$ cat src/rtl/parking_pkg.sv
// Shared types and helpers for the parking garage controller.
// State encoding and a lane-vector population count.
package parking_pkg;

  typedef enum logic [1:0] {
    CLOSED,
    OPEN,
    FULL,
    OVERRIDE
  } pg_state_e;

  function automatic logic [3:0] popcount8(input logic [7:0] v);
    logic [3:0] n;
    n = '0;
    for (int i = 0; i < 8; i++) begin
      n = n + {3'b000, v[i]};
    end
    return n;
  endfunction

endpackage

$ cat src/rtl/parking_edge_det.sv
// Per-bit rising-edge detector on level sensor inputs.
// History clears on reset, so a level already high counts once.
module parking_edge_det #(
  parameter int W = 1
) (
  input  logic         clk,
  input  logic         rst,
  input  logic [W-1:0] d,
  output logic [W-1:0] rise
);

  logic [W-1:0] prev_q;
  logic [W-1:0] prev_d;

  always_comb prev_d = d;

  always_ff @(posedge clk or posedge rst) begin
    if (rst) prev_q <= '0;
    else     prev_q <= prev_d;
  end

  assign rise = d & ~prev_q;

endmodule

$ cat src/rtl/parking_garage_ctrl.sv
// Multi-lane garage controller: occupancy, gates, operating state.
// Exits are applied before entries so a same-cycle exit frees a space.
module parking_garage_ctrl
  import parking_pkg::*;
#(
  parameter int CAPACITY  = 25,
  parameter int LANES     = 2,
  parameter int ALMOST_TH = 3,
  parameter int CNT_W     = $clog2(CAPACITY + 1)
) (
  input  logic             clk,
  input  logic             rst,
  input  logic [LANES-1:0] Sense_In,
  input  logic [LANES-1:0] Sense_Out,
  input  logic             Override,
  input  logic             Start,
  input  logic             Stop,
  output logic             Open,
  output logic             Full,
  output logic             Closed,
  output logic             Override_Active,
  output logic [LANES-1:0] Gate_Up,
  output logic [CNT_W-1:0] Count,
  output logic [CNT_W-1:0] Free,
  output logic             Almost_Full,
  output logic [LANES-1:0] Reject,
  output logic             Error
);

  localparam int AW = CNT_W + 4;
  localparam logic [AW-1:0] CAP_A = AW'(CAPACITY);
  localparam logic [AW-1:0] TH_A  = AW'(ALMOST_TH);

  pg_state_e        state_q, state_d;
  logic             resume_q, resume_d;
  logic [CNT_W-1:0] cnt_q, cnt_d;
  logic [LANES-1:0] rej_q, rej_d;
  logic             err_q, err_d;
  logic             start_q, start_d;

  logic [LANES-1:0] in_ev;
  logic [LANES-1:0] out_ev;

  parking_edge_det #(.W(LANES)) u_in_edge (
    .clk  (clk),
    .rst  (rst),
    .d    (Sense_In),
    .rise (in_ev)
  );

  parking_edge_det #(.W(LANES)) u_out_edge (
    .clk  (clk),
    .rst  (rst),
    .d    (Sense_Out),
    .rise (out_ev)
  );

  logic [7:0]    ov8;
  logic [AW-1:0] cnt_a, ex, ea, room, acc, cnt_n;
  logic          ex_err, in_err, acc_ok, clr;
  pg_state_e     fill;

  always_comb begin
    ov8      = '0;
    ov8[LANES-1:0] = out_ev;
    cnt_a    = AW'(cnt_q);
    ex       = AW'(popcount8(ov8));
    ex_err   = ex > cnt_a;
    ea       = ex_err ? cnt_a : ex;
    room     = CAP_A - cnt_a + ea;
    acc_ok   = state_q != CLOSED;
    acc      = '0;
    in_err   = 1'b0;
    rej_d    = '0;
    // Lowest lane wins while room remains
    for (int i = 0; i < LANES; i++) begin
      if (in_ev[i]) begin
        if (acc_ok && acc < room) acc = acc + AW'(1);
        else if (state_q == OVERRIDE) in_err = 1'b1;
        else rej_d[i] = 1'b1;
      end
    end
    cnt_n    = cnt_a - ea + acc;
    cnt_d    = cnt_n[CNT_W-1:0];
    fill     = (cnt_n < CAP_A) ? OPEN : FULL;

    state_d  = state_q;
    resume_d = resume_q;
    if (Override) begin
      state_d = OVERRIDE;
      if (state_q != OVERRIDE) resume_d = (state_q != CLOSED);
    end else if (Stop) begin
      state_d = CLOSED;
    end else if (Start) begin
      state_d = fill;
    end else begin
      unique case (state_q)
        CLOSED:     state_d = CLOSED;
        OPEN, FULL: state_d = fill;
        OVERRIDE:   state_d = resume_q ? fill : CLOSED;
      endcase
    end

    start_d  = Start;
    clr      = Start && !start_q && state_q == CLOSED;
    err_d    = (err_q && !clr) || ex_err || in_err;
  end

  always_ff @(posedge clk or posedge rst) begin
    if (rst) begin
      state_q  <= CLOSED;
      resume_q <= 1'b0;
      cnt_q    <= '0;
      rej_q    <= '0;
      err_q    <= 1'b0;
      start_q  <= 1'b0;
    end else begin
      state_q  <= state_d;
      resume_q <= resume_d;
      cnt_q    <= cnt_d;
      rej_q    <= rej_d;
      err_q    <= err_d;
      start_q  <= start_d;
    end
  end

  assign Open            = state_q == OPEN;
  assign Full            = state_q == FULL;
  assign Closed          = state_q == CLOSED;
  assign Override_Active = state_q == OVERRIDE;
  assign Gate_Up         = {LANES{Open | Override_Active}};
  assign Count           = cnt_q;
  assign Free            = CNT_W'(CAPACITY) - cnt_q;
  assign Almost_Full     = ({4'b0000, Free} <= TH_A) && !Full;
  assign Reject          = rej_q;
  assign Error           = err_q;

endmodule

$ cat config.mk
export PLATFORM = sky130hd
export DESIGN_NAME = parking_garage_ctrl
export DESIGN_NICKNAME = d
export VERILOG_FILES = /design/src/rtl/parking_pkg.sv /design/src/rtl/parking_edge_det.sv /design/src/rtl/parking_garage_ctrl.sv
export SDC_FILE = /design/constraint.sdc
export NUM_CORES = 1
export LEC_CHECK = 0
export ABC_AREA = 0
export CAP_MARGIN = 20
export CORE_MARGIN = 2
export CORE_UTILIZATION = 55
export CTS_CLUSTER_DIAMETER = 120
export DETAILED_ROUTE_END_ITERATION = 10
export GPL_TIMING_DRIVEN = 1
export PLACE_DENSITY = 0.95
export REMOVE_ABC_BUFFERS = 1
export SLEW_MARGIN = 20
export SYNTH_ARGS = -nofsm -noshare
export SYNTH_HDL_FRONTEND = slang
export SYNTH_SLANG_ARGS = --single-unit
export TNS_END_PERCENT = 1
$ cat constraint.sdc
create_clock -name clk -period 12.9 [get_ports clk]
set_clock_uncertainty 0.05 [all_clocks]
set_input_delay 1.29 -clock clk [delete_from_list [all_inputs] [get_ports clk]]
set_output_delay 1.29 -clock clk [all_outputs]
set_load 0.01 [all_outputs]
==> results.md <==
* Largest stage delay, worst path at 480 ps
* CTS Hold Bufs at 0
* Final setup violation count at 0
* Clock Path Buffers at 2
* Number of synthesized flops with an enable pin at 0
* Status: finished, final reports clean
* Commonest non-fill, non-tap cell in the layout: clkdlybuf4s50_1
* Mapped Cells at around 150
* DR WL/cell at 15.2 um
* PostCTS Resize Cnt at 0
* Pins over their slew limit at 0
* Worst-path fanout max at 6
* Unrepaired setup endpoints after global routing: no
* Area grow syn2layout at 23.4%
* Post-synth top flop: dfrtp_1
* Crit Path Class: in2reg
* Most frequent cells in the layout: clkdlybuf4s50_1 (28), inv_1 (18), ha_1 (18), dfrtp_1 (16)
* Buffer count from post-CTS setup fixing at 0
* Pwr dens at 266 mW/mm^2
* Worst Setup End Kind: register
* Area of the multi-input gates at 858 um^2
* # rows at 18
* GRT Util Overall at 0.246
* Share of layout cells above drive strength 1 at 0.0457
* Sequential fraction of the synthesis area at 0.294
* Placed insts at approximately 200
* Routed Antenna Nets at 0
* Critical Path Source Type: input pin
* # IOs at 29
* Crit path DAT at a little over 7000 ps
* CTS tree: yes
* Root Buffer Master: clkbuf_4
* Die area at ~0.0029 mm^2
* First-pass GRT wire length at 5.13 mm
* WP data required at roughly 13000 ps
* CTS H-tree depth at 1
* Vias in the first global route at between 1000 and 1500
* Worst slew margin at 0.612
* FMAX at 141 MHz
* Mean Syn Cell Area at 9.26 um^2
* Register bit count reported by yosys at 16
* Worst-path clk slew at 90 ps
* Antenna fix cells at 0
* Die Ht at 53.8 um
* Final hold viol count at 0
* Max Cap Viol at 0
* Top cell by count, worst path: ha_1
* Synth warn at 0
* Die W at 53.8 um
* Total negative slack at 0 ps
* Worst vdd ir at 0.189 mV
* DP Wirelength at 2.51 mm
* Min cycle time layout at 7120 ps
* Worst path slowest cell: clkdlybuf4s50_1
* Core Area at approximately 0.0024 mm^2
* DRT Pass-1 Iters at 5
* Grt met2 use at 0.443
* Final std cells w/o fill at 205
* Final core utilization at 0.697
* Register area at 400 um^2
* Input/output buffers at 28
* DRT Wirelength at 3.11 mm
* DRT iter0 DRCs at 16
* FFs w/ async S/R, synth at 1.00
* GR peak layer: met2
* GPL Wtd Cong at 0.914
* GRT overflow at 0
* Layout Nets at 206
* Worst-skew pair later-pin latency at 290 ps
* DRC violation count after routing at 0
* Starting density of the core at 0.565
* Clk sink count at 16
* Via count at 1175
* Worst-Margin Slew at between 500 and 600 ps
* Worst hold path type: reg2reg
* Final-layout fill cell count at 172
* Cts bufs inserted at 3
* Post-Syn Area at 0.00136 mm^2
* Via/cell ratio at 5.73
* Initial antenna violation count at 0
* M1 GR Usage at 0.287
* Leak at 0.768 nW
* Largest net degree at the start of global routing at 17
* Grt met3 use at 0.0500
* Final worst path period share at 0.552
* Synth cell types at 42
-- layout make-up --
class,count,share of cell area
inverter,18,0.0402
sequential,16,0.238
timing repair buffer,28,0.167
multi-input combinational,109,0.511
clock buffer,4,0.0216
tap,30,0.0223
-- cells in the mapped netlist, types with 2 or more instances --
master,number,area (um^2)
a211oi_1,2,15.0
a21o_1,3,22.5
a21oi_1,6,30.0
a311o_1,2,20.0
and2_1,2,12.5
buf_4,3,22.5
dfrtp_1,16,400
fa_1,3,60.1
ha_1,18,225
inv_1,18,67.6
nand2_1,5,18.8
nand2b_1,4,25.0
nor2_1,9,33.8
nor2b_1,5,31.3
nor3_1,4,20.0
nor3b_1,2,15.0
o21ai_0,9,45.0
or3_1,5,31.3
xnor2_1,5,43.8
xor2_1,4,35.0
-- metal layers --
| layer | up-vias | share of wire |
|---|---|---|
| met1 | 577 | 0.40 |
| li1 | 554 | - |
| met3 | 12 | 0.037 |
| met2 | 32 | 0.54 |
| met4 | 0 | 0.028 |
| met5 | - | 0 |
-- worst max-delay path: cells and delay by family --
| family | cells | cell delay [ps] |
|---|---|---|
| buffers and inverters | 4 | 670 |
| AO/OA/AOI/OAI | 10 | 1990 |
| adder cells (fa/ha/maj) | 7 | 1830 |
| AND/OR/NAND/NOR | 6 | 1140 |
| multiplexers | 1 | 130 |
| XOR/XNOR | 1 | 180 |
-- sequential cells by signal (all words and copies together) (netlist names) --
signal and cells:
Count 5, u_in_edge.prev_q 2, state_q 2, resume_q 1, u_out_edge.prev_q 2, Error 1
Reject 2, start_q 1
-- power by group --
group	total [mW]	internal (mW)	leakage (nW)	switching, mW
Combinational	0.324	0.157	0.555	0.167
Clock	0.0334	0.0172	0.0210	0.0162
Sequential	0.0899	0.0651	0.192	0.0249
-- worst paths after layout --
check / startpoint / cells after the start / endpoint / slack [ps]
max in group asynchronous: rst / 2 / Count[2]$_DFF_PP0_ / 11110
max reg2reg: Count[1]$_DFF_PP0_ / 26 / state_q[0]$_DFF_PP0_ / 6870
min: resume_q$_DFFE_PP0P_ / 2 / resume_q$_DFFE_PP0P_ / 500
min in group asynchronous: rst / 2 / u_out_edge.prev_q[0]$_DFF_PP0_ / 1300
min reg2reg: resume_q$_DFFE_PP0P_ / 2 / resume_q$_DFFE_PP0P_ / 500
max: Sense_Out[0] / 29 / state_q[0]$_DFF_PP0_ / 5780
-- metrics by stage --
step	total power [mW]	hold slack (ps)	setup slack [ps]	area (um^2)
floorplan	0.291	424	6560	1330
global placement	0.386	441	5800	1640
detailed placement	0.408	451	5530	1640
CTS	0.445	489	5800	1680
global route	0.487	520	5340	1680
finish	0.447	499	5780	1680
-- kinds of logic (layout without fill, tap and decap cells) --
kind of cell             after synthesis  count (layout)  share of synthesized area
AO/OA/AOI/OAI                         32              32                      0.158
other                                  1               3                    0.00275
adder cells (fa/ha/maj)               22              22                      0.217
multiplexers                           1               1                    0.00735
AND/OR/NAND/NOR                       41              41                      0.170
flip-flops                            16              16                      0.294
XOR/XNOR                              10              10                     0.0699
buffers and inverters                 24              50                     0.0809
(Power assumes the default switching activity.)
